**config.mk**
```make
export PLATFORM = sky130hd
export DESIGN_NAME = param_sequence_detector
export DESIGN_NICKNAME = d
export VERILOG_FILES = /design/src/rtl/param_sequence_detector.sv
export SDC_FILE = /design/constraint.sdc
export NUM_CORES = 1
export LEC_CHECK = 0
export ABC_AREA = 1
export CAP_MARGIN = 40
export CORE_MARGIN = 2
export CORE_UTILIZATION = 53
export CTS_CLUSTER_SIZE = 10
export DETAILED_ROUTE_END_ITERATION = 10
export PLACE_DENSITY = 0.94
export SLEW_MARGIN = 25
export SYNTH_ARGS = -nofsm -noshare
export SYNTH_HDL_FRONTEND = slang
export SYNTH_SLANG_ARGS = --single-unit
```
**constraint.sdc**
```tcl
create_clock -name clock -period 3.05 [get_ports clock]
set_input_delay 0.915 -clock clock [delete_from_list [all_inputs] [get_ports clock]]
set_output_delay 0.915 -clock clock [all_outputs]
set_load 0.01 [all_outputs]
```
**src/rtl/param_sequence_detector.sv**
```systemverilog
// Serial bit-pattern detector with a runtime-loadable pattern, overlap/non-overlap modes and a saturating match count.
// found is registered: it pulses in the cycle after the edge that samples the last pattern bit. There is no backpressure.
module param_sequence_detector #(
  parameter int                     PATTERN_LEN     = 4,
  parameter logic [PATTERN_LEN-1:0] DEFAULT_PATTERN = 4'b0110,
  parameter int                     COUNT_W         = 8
) (
  input  logic                   clock,
  input  logic                   reset,
  input  logic                   x,
  input  logic                   x_valid,
  input  logic                   overlap,
  input  logic [PATTERN_LEN-1:0] pattern_in,
  input  logic                   pattern_load,
  input  logic                   count_clear,
  output logic                   found,
  output logic [COUNT_W-1:0]     match_count,
  output logic [PATTERN_LEN-1:0] pattern
);

  localparam int                FILL_W    = $clog2(PATTERN_LEN + 1);
  localparam logic [FILL_W-1:0] FILL_FULL = FILL_W'(PATTERN_LEN);
  localparam logic [FILL_W-1:0] FILL_ARM  = FILL_W'(PATTERN_LEN - 1);

  logic [PATTERN_LEN-1:0] pattern_q, pattern_d;
  logic [PATTERN_LEN-1:0] history_q, history_d;
  logic [FILL_W-1:0]      fill_q, fill_d;
  logic                   found_q, found_d;
  logic [COUNT_W-1:0]     count_q, count_d;
  logic [PATTERN_LEN-1:0] candidate;
  logic                   match;

  assign candidate = {history_q[PATTERN_LEN-2:0], x};

  always_comb begin
    pattern_d = pattern_q;
    history_d = history_q;
    fill_d    = fill_q;
    found_d   = 1'b0;
    match     = 1'b0;
    count_d   = count_q;

    if (pattern_load) begin
      pattern_d = pattern_in;
      history_d = '0;
      fill_d    = '0;
    end else if (x_valid) begin
      // fill gating keeps the zeroed history from matching an all-zero pattern
      match     = (candidate == pattern_q) && (fill_q >= FILL_ARM);
      history_d = candidate;
      found_d   = match;
      if (match && !overlap) begin
        fill_d = '0;
      end else if (fill_q != FILL_FULL) begin
        fill_d = fill_q + 1'b1;
      end
    end

    if (count_clear) begin
      count_d = '0;
    end else if (match && (count_q != {COUNT_W{1'b1}})) begin
      count_d = count_q + 1'b1;
    end
  end

  always_ff @(posedge clock or posedge reset) begin
    if (reset) begin
      pattern_q <= DEFAULT_PATTERN;
      history_q <= '0;
      fill_q    <= '0;
      found_q   <= 1'b0;
      count_q   <= '0;
    end else begin
      pattern_q <= pattern_d;
      history_q <= history_d;
      fill_q    <= fill_d;
      found_q   <= found_d;
      count_q   <= count_d;
    end
  end

  assign found       = found_q;
  assign match_count = count_q;
  assign pattern     = pattern_q;

endmodule

```
## Yosys cells after proc, flatten, opt, wreduce, memory -nomap -nowiden

Cells that the tools add are included.

| operators by class | value |
|---|---|
| magnitude comparators | 1 |
| muxes and demuxes | 10 |
| $add $sub $neg | 2 |
| reduce and logical (&&, ||, !) cells | 8 |
| equality and inequality tests | 3 |

Operators with widths:

| cell | count |
|---|---|
| $mux 3 | 6 |
| $mux 8 | 2 |
| $add 8x1->8 const B | 1 |
| $ne 8x8->1 const B | 1 |
| $eq 4x4->1 | 1 |
| $reduce_bool 2->1 | 2 |
| $add 3x1->3 const B | 1 |
| $ge 3x2->1 const B | 1 |
| $logic_and 1x1->1 | 3 |
| $ne 3x3->1 const B | 1 |
| $reduce_bool 3->1 | 1 |
| $mux 1 | 2 |
| $reduce_and 2->1 | 1 |
| $logic_not 1->1 | 1 |

| storage, ports and cells | value |
|---|---|
| word-level logic and storage cells | 29 |
| output and inout port bits | 13 |
| flip-flop bits (word level) | 19 |
| input port bits | 11 |

## Depth between registers and ports, before layout

| logic depth | value |
|---|---|
| depth in word-level cells | 7 |
| gate-level depth with buffers | 12 |
| mapped depth without buffers | 12 |

## Least setup slack after synthesis

Ideal clock, no wire load.

| timing | value |
|---|---|
| path kind | input to register |
| from | in x |
| to | reg count_q[0], in the netlist match_count[0] |
| cell stages on the path | 7 |
| slack | 1321 ps |
| path buffers | 0 |
| arrival time | 1612 ps |
| cell sequence | xor2_1 nor2_2 nand2_2 nor2_8 nand2_4 nor2_1 nor2_1 |

| on the way | value |
|---|---|
| cells in the longest elaborated chain, start to end | 6 |

Ends and longest elaborated chain:

| element | RTL line | source |
|---|---|---|
| start: declaration | 10 | `input logic x,` |
| $eq 4x4->1 | 49 | `match = (candidate == pattern_q) && (fill_q >= FILL_ARM);` |
| $logic_and 1x1->1 | 49 |  |
| $mux 1 (2 in series) | -- |  |
| via found_d | 28 | `logic found_q, found_d;` |
| $logic_and 1x1->1 | 61 | `end else if (match && (count_q != {COUNT_W{1'b1}})) begin` |
| $reduce_bool 2->1 (no line) | -- |  |
| end signal: assignment | 78 | `count_q <= count_d;` |
| end: declaration | 29 | `logic [COUNT_W-1:0] count_q, count_d;` |

The timed path passes the listed nets, and every way through them passes these cells.
A chain may end at the register's enable or synchronous reset.

## Worst setup path in the final report

| timing | value |
|---|---|
| from | reg pattern_q[1], in the netlist pattern[1] |
| to | out pattern[1] |

RTL lines:

| element | RTL line | source |
|---|---|---|
| start: declaration | 25 | `logic [PATTERN_LEN-1:0] pattern_q, pattern_d;` |
| start signal: assignment | 74 | `pattern_q <= pattern_d;` |
| end: declaration | 18 | `output logic [PATTERN_LEN-1:0] pattern` |

No word-level cell between the ends.

==> impl_metrics.py <==
metrics = {
    "critical_path": {
        "worst_setup_path_end_kind": "output pin",
        "cp_max_fo": 3,
        "setup.worst_path.class": "register to output pin",
        "cp_slowest_cell": "dfstp_2",
        "crit_chain": "clkdlybuf4s50_1",
        "critPathBufInv": 1,
        "critical-path-max-stage-delay_ns": 0.58,
        "path_delay_family": "flip-flops",
        "required_ns": 2.13,
        "rrSetupSlack_ns": 1.34,
        "cp-start-kind": "register",
        "crit_arrival_ns": 1.40,
    },
    "sta": {
        "slew_headroom": 0.520,
        "post-route-min-period_ns": 2.32,
        "maxSlewViolCount": 0,
        "post-route-period-util": 0.760,
        "worst_clock_skew_ns": 0.00930,
        "worst_slew_pin_slew_ns": 0.719,
        "setup_ws_ns": 0.733,
        "setup_tns_ns": 0,
        "clock.fmax_ghz": 0.432,
        "final-hold-violation-count": 0,
        "fin_hold_ws_ns": 0.498,
        "rsz0062_at_grt": "false",
        "finalSetupViolCount": 0,
    },
    "floorplan": {
        "die_height_um": 49.3,
        "ioPinCount": 24,
        "dieArea_um2": 2430,
        "coreArea_um2": 1940,
        "num_rows": 16,
        "start_util": 0.559,
        "die_x_um": 49.3,
    },
    "job": {
        "drv_cap": 0,
    },
    "grt": {
        "grt_pass1_wl_mm": 3.80,
        "grt_pass1_vias": 916,
        "overflow": 0,
        "antenna_found_initial": 0,
        "grt_max_degree": 20,
        "grt_use_total": 0.206,
    },
    "yosys": {
        "synth.top_cell.area_share": 0.392,
        "synthTopCellsByArea": "dfrtp_1, nand2_1, nand3_1",
        "synth_seq_cells": 19,
        "yosysUniqueCellTypes": 20,
        "synthesis.instances": 132,
        "syn-cell-area_um2": 1090,
        "yosysTopAreaCell": "dfrtp_1",
        "yosysSeqAreaShare": 0.440,
        "synth.net_count": 147,
        "postSynthAreaPerCell_um2": 8.23,
        "synth_warnings": 0,
    },
    "clock_network": {
        "clkTransAtPathRegs_ns": 0.10,
        "post_cts.repair.setup_buffers": 0,
        "holdBufCountCts": 0,
        "numCtsBuffers": 3,
        "cts.path.max_buffers": 2,
        "cts.sinks": 19,
        "clock_latency_ns": 0.30,
        "cts_tree": "yes",
        "cts-resized-gates": 0,
        "clockRootBuffer": "clkbuf_4",
        "htreeDepth": 1,
    },
    "drt": {
        "routedWlPerCell_um": 12.5,
        "drt_first_pass_iters": 4,
        "drc": 0,
        "num_vias": 937,
        "drt_iter0_markers": 14,
        "ant_nets": 0,
        "drt_wl_total_mm": 2.29,
        "avgViaCountPerCell": 5.09,
    },
    "layout": {
        "regArea_um2": 478,
        "instances_no_fill": 184,
        "multi_input_comb_area_um2": 523,
        "drive_gt1_frac": 0.108,
        "n_antenna_cell": 0,
        "nets": 173,
        "fill_cells": 172,
        "syn_to_final_growth_pct": 25.2,
        "fin_area_um2": 1360,
    },
    "placed_design": {
        "pre_cts_slack_ns": 0.659,
        "placed_cells": 180,
        "dp_hpwl_mm": 1.81,
        "finalWeightedCongestion": 0.774,
        "numPortBuffers": 23,
        "place_area_um2": 1330,
    },
    "power_and_ir_drop": {
        "ir_drop_mv": 0.256,
        "p_per_area_nw_per_um2": 369,
        "p_leak_nw": 0.725,
    },
    "hold_path": {
        "hold_class": "register to register",
    },
    "status": {
        "status": "complete, no violations",
    },
}
-- power breakdown --
| group | total [mW] | internal (mW) | switching [mW] | leakage, nW |
|---|---|---|---|---|
| Combinational | 0.0956 | 0.0426 | 0.0531 | 0.455 |
| Sequential | 0.280 | 0.267 | 0.0135 | 0.252 |
| Clock | 0.126 | 0.0489 | 0.0770 | 0.0177 |
| Total | 0.502 | 0.358 | 0.144 | 0.725 |
-- cells by family after synthesis --
family                   share of synthesized area
AO/OA/AOI/OAI                               0.0207
XOR/XNOR                                    0.0645
adder cells (fa/ha/maj)                     0.0461
buffers and inverters                       0.0783
flip-flops                                   0.440
AND/OR/NAND/NOR                              0.350
-- cells in the mapped netlist, drive strengths merged --
cell type and instances:
nor2 11, nand4 8, dfrtp 17, clkbuf 2
o22ai 2, or2 1, nand2 39, ha 4
dfstp 2, nand3 18, inv 18, xor2 8
o21ai 2
-- per-stage QoR --
| step | utilization | power (mW) |
|---|---|---|
| floorplan | - | 0.341 |
| global placement | 0.686 | 0.373 |
| detailed placement | 0.686 | 0.381 |
| CTS | 0.700 | 0.509 |
| global route | 0.700 | 0.534 |
| finish | 0.700 | 0.502 |
-- final cells by class --
type / count / area share
Multi-Input combinational cell: 93 / 0.385
Sequential cell: 19 / 0.351
Timing Repair Buffer: 23 / 0.169
Inverter: 18 / 0.0497
Tap cell: 27 / 0.0248
Clock buffer: 3 / 0.0166
Clock inverter: 1 / 0.00368
-- layout by cell type, fill, tap and decap left out, drive strengths merged --
cell type      instances
o21ai                  2
xor2                   8
nand3                 18
clkdlybuf4s50         23
nand4                  8
dfstp                  2
nand2                 39
or2                    1
inv                   18
o22ai                  2
clkinv                 1
clkbuf                 3
ha                     4
nor2                  11
dfrtp                 17
-- final timing paths --
check,from,to,cells after the start
max in group asynchronous,reset,pattern[3],2
hold reg to reg,pattern[1],pattern[1],2
hold / removal,pattern[1],pattern[1],2
min in group asynchronous,reset,match_count[5],2
setup reg to reg,fill_q[0],match_count[0],12
setup / recovery,pattern[1],pattern[1],1
-- sequential cells by signal (all words and copies together), names as in the netlist --
signal / count
fill_q: 3
found: 1
history_q: 3
match_count: 8
pattern: 4
-- metal layers --
layer	routed length, µm	global-route usage	vias up
li1	-	-	473
met1	966	0.219	441
met2	1210	0.394	21
met3	96	0.0491	2
met4	21	0.0619	0
met5	0	0	-
No activity file was read; power rests on OpenSTA's default activity.
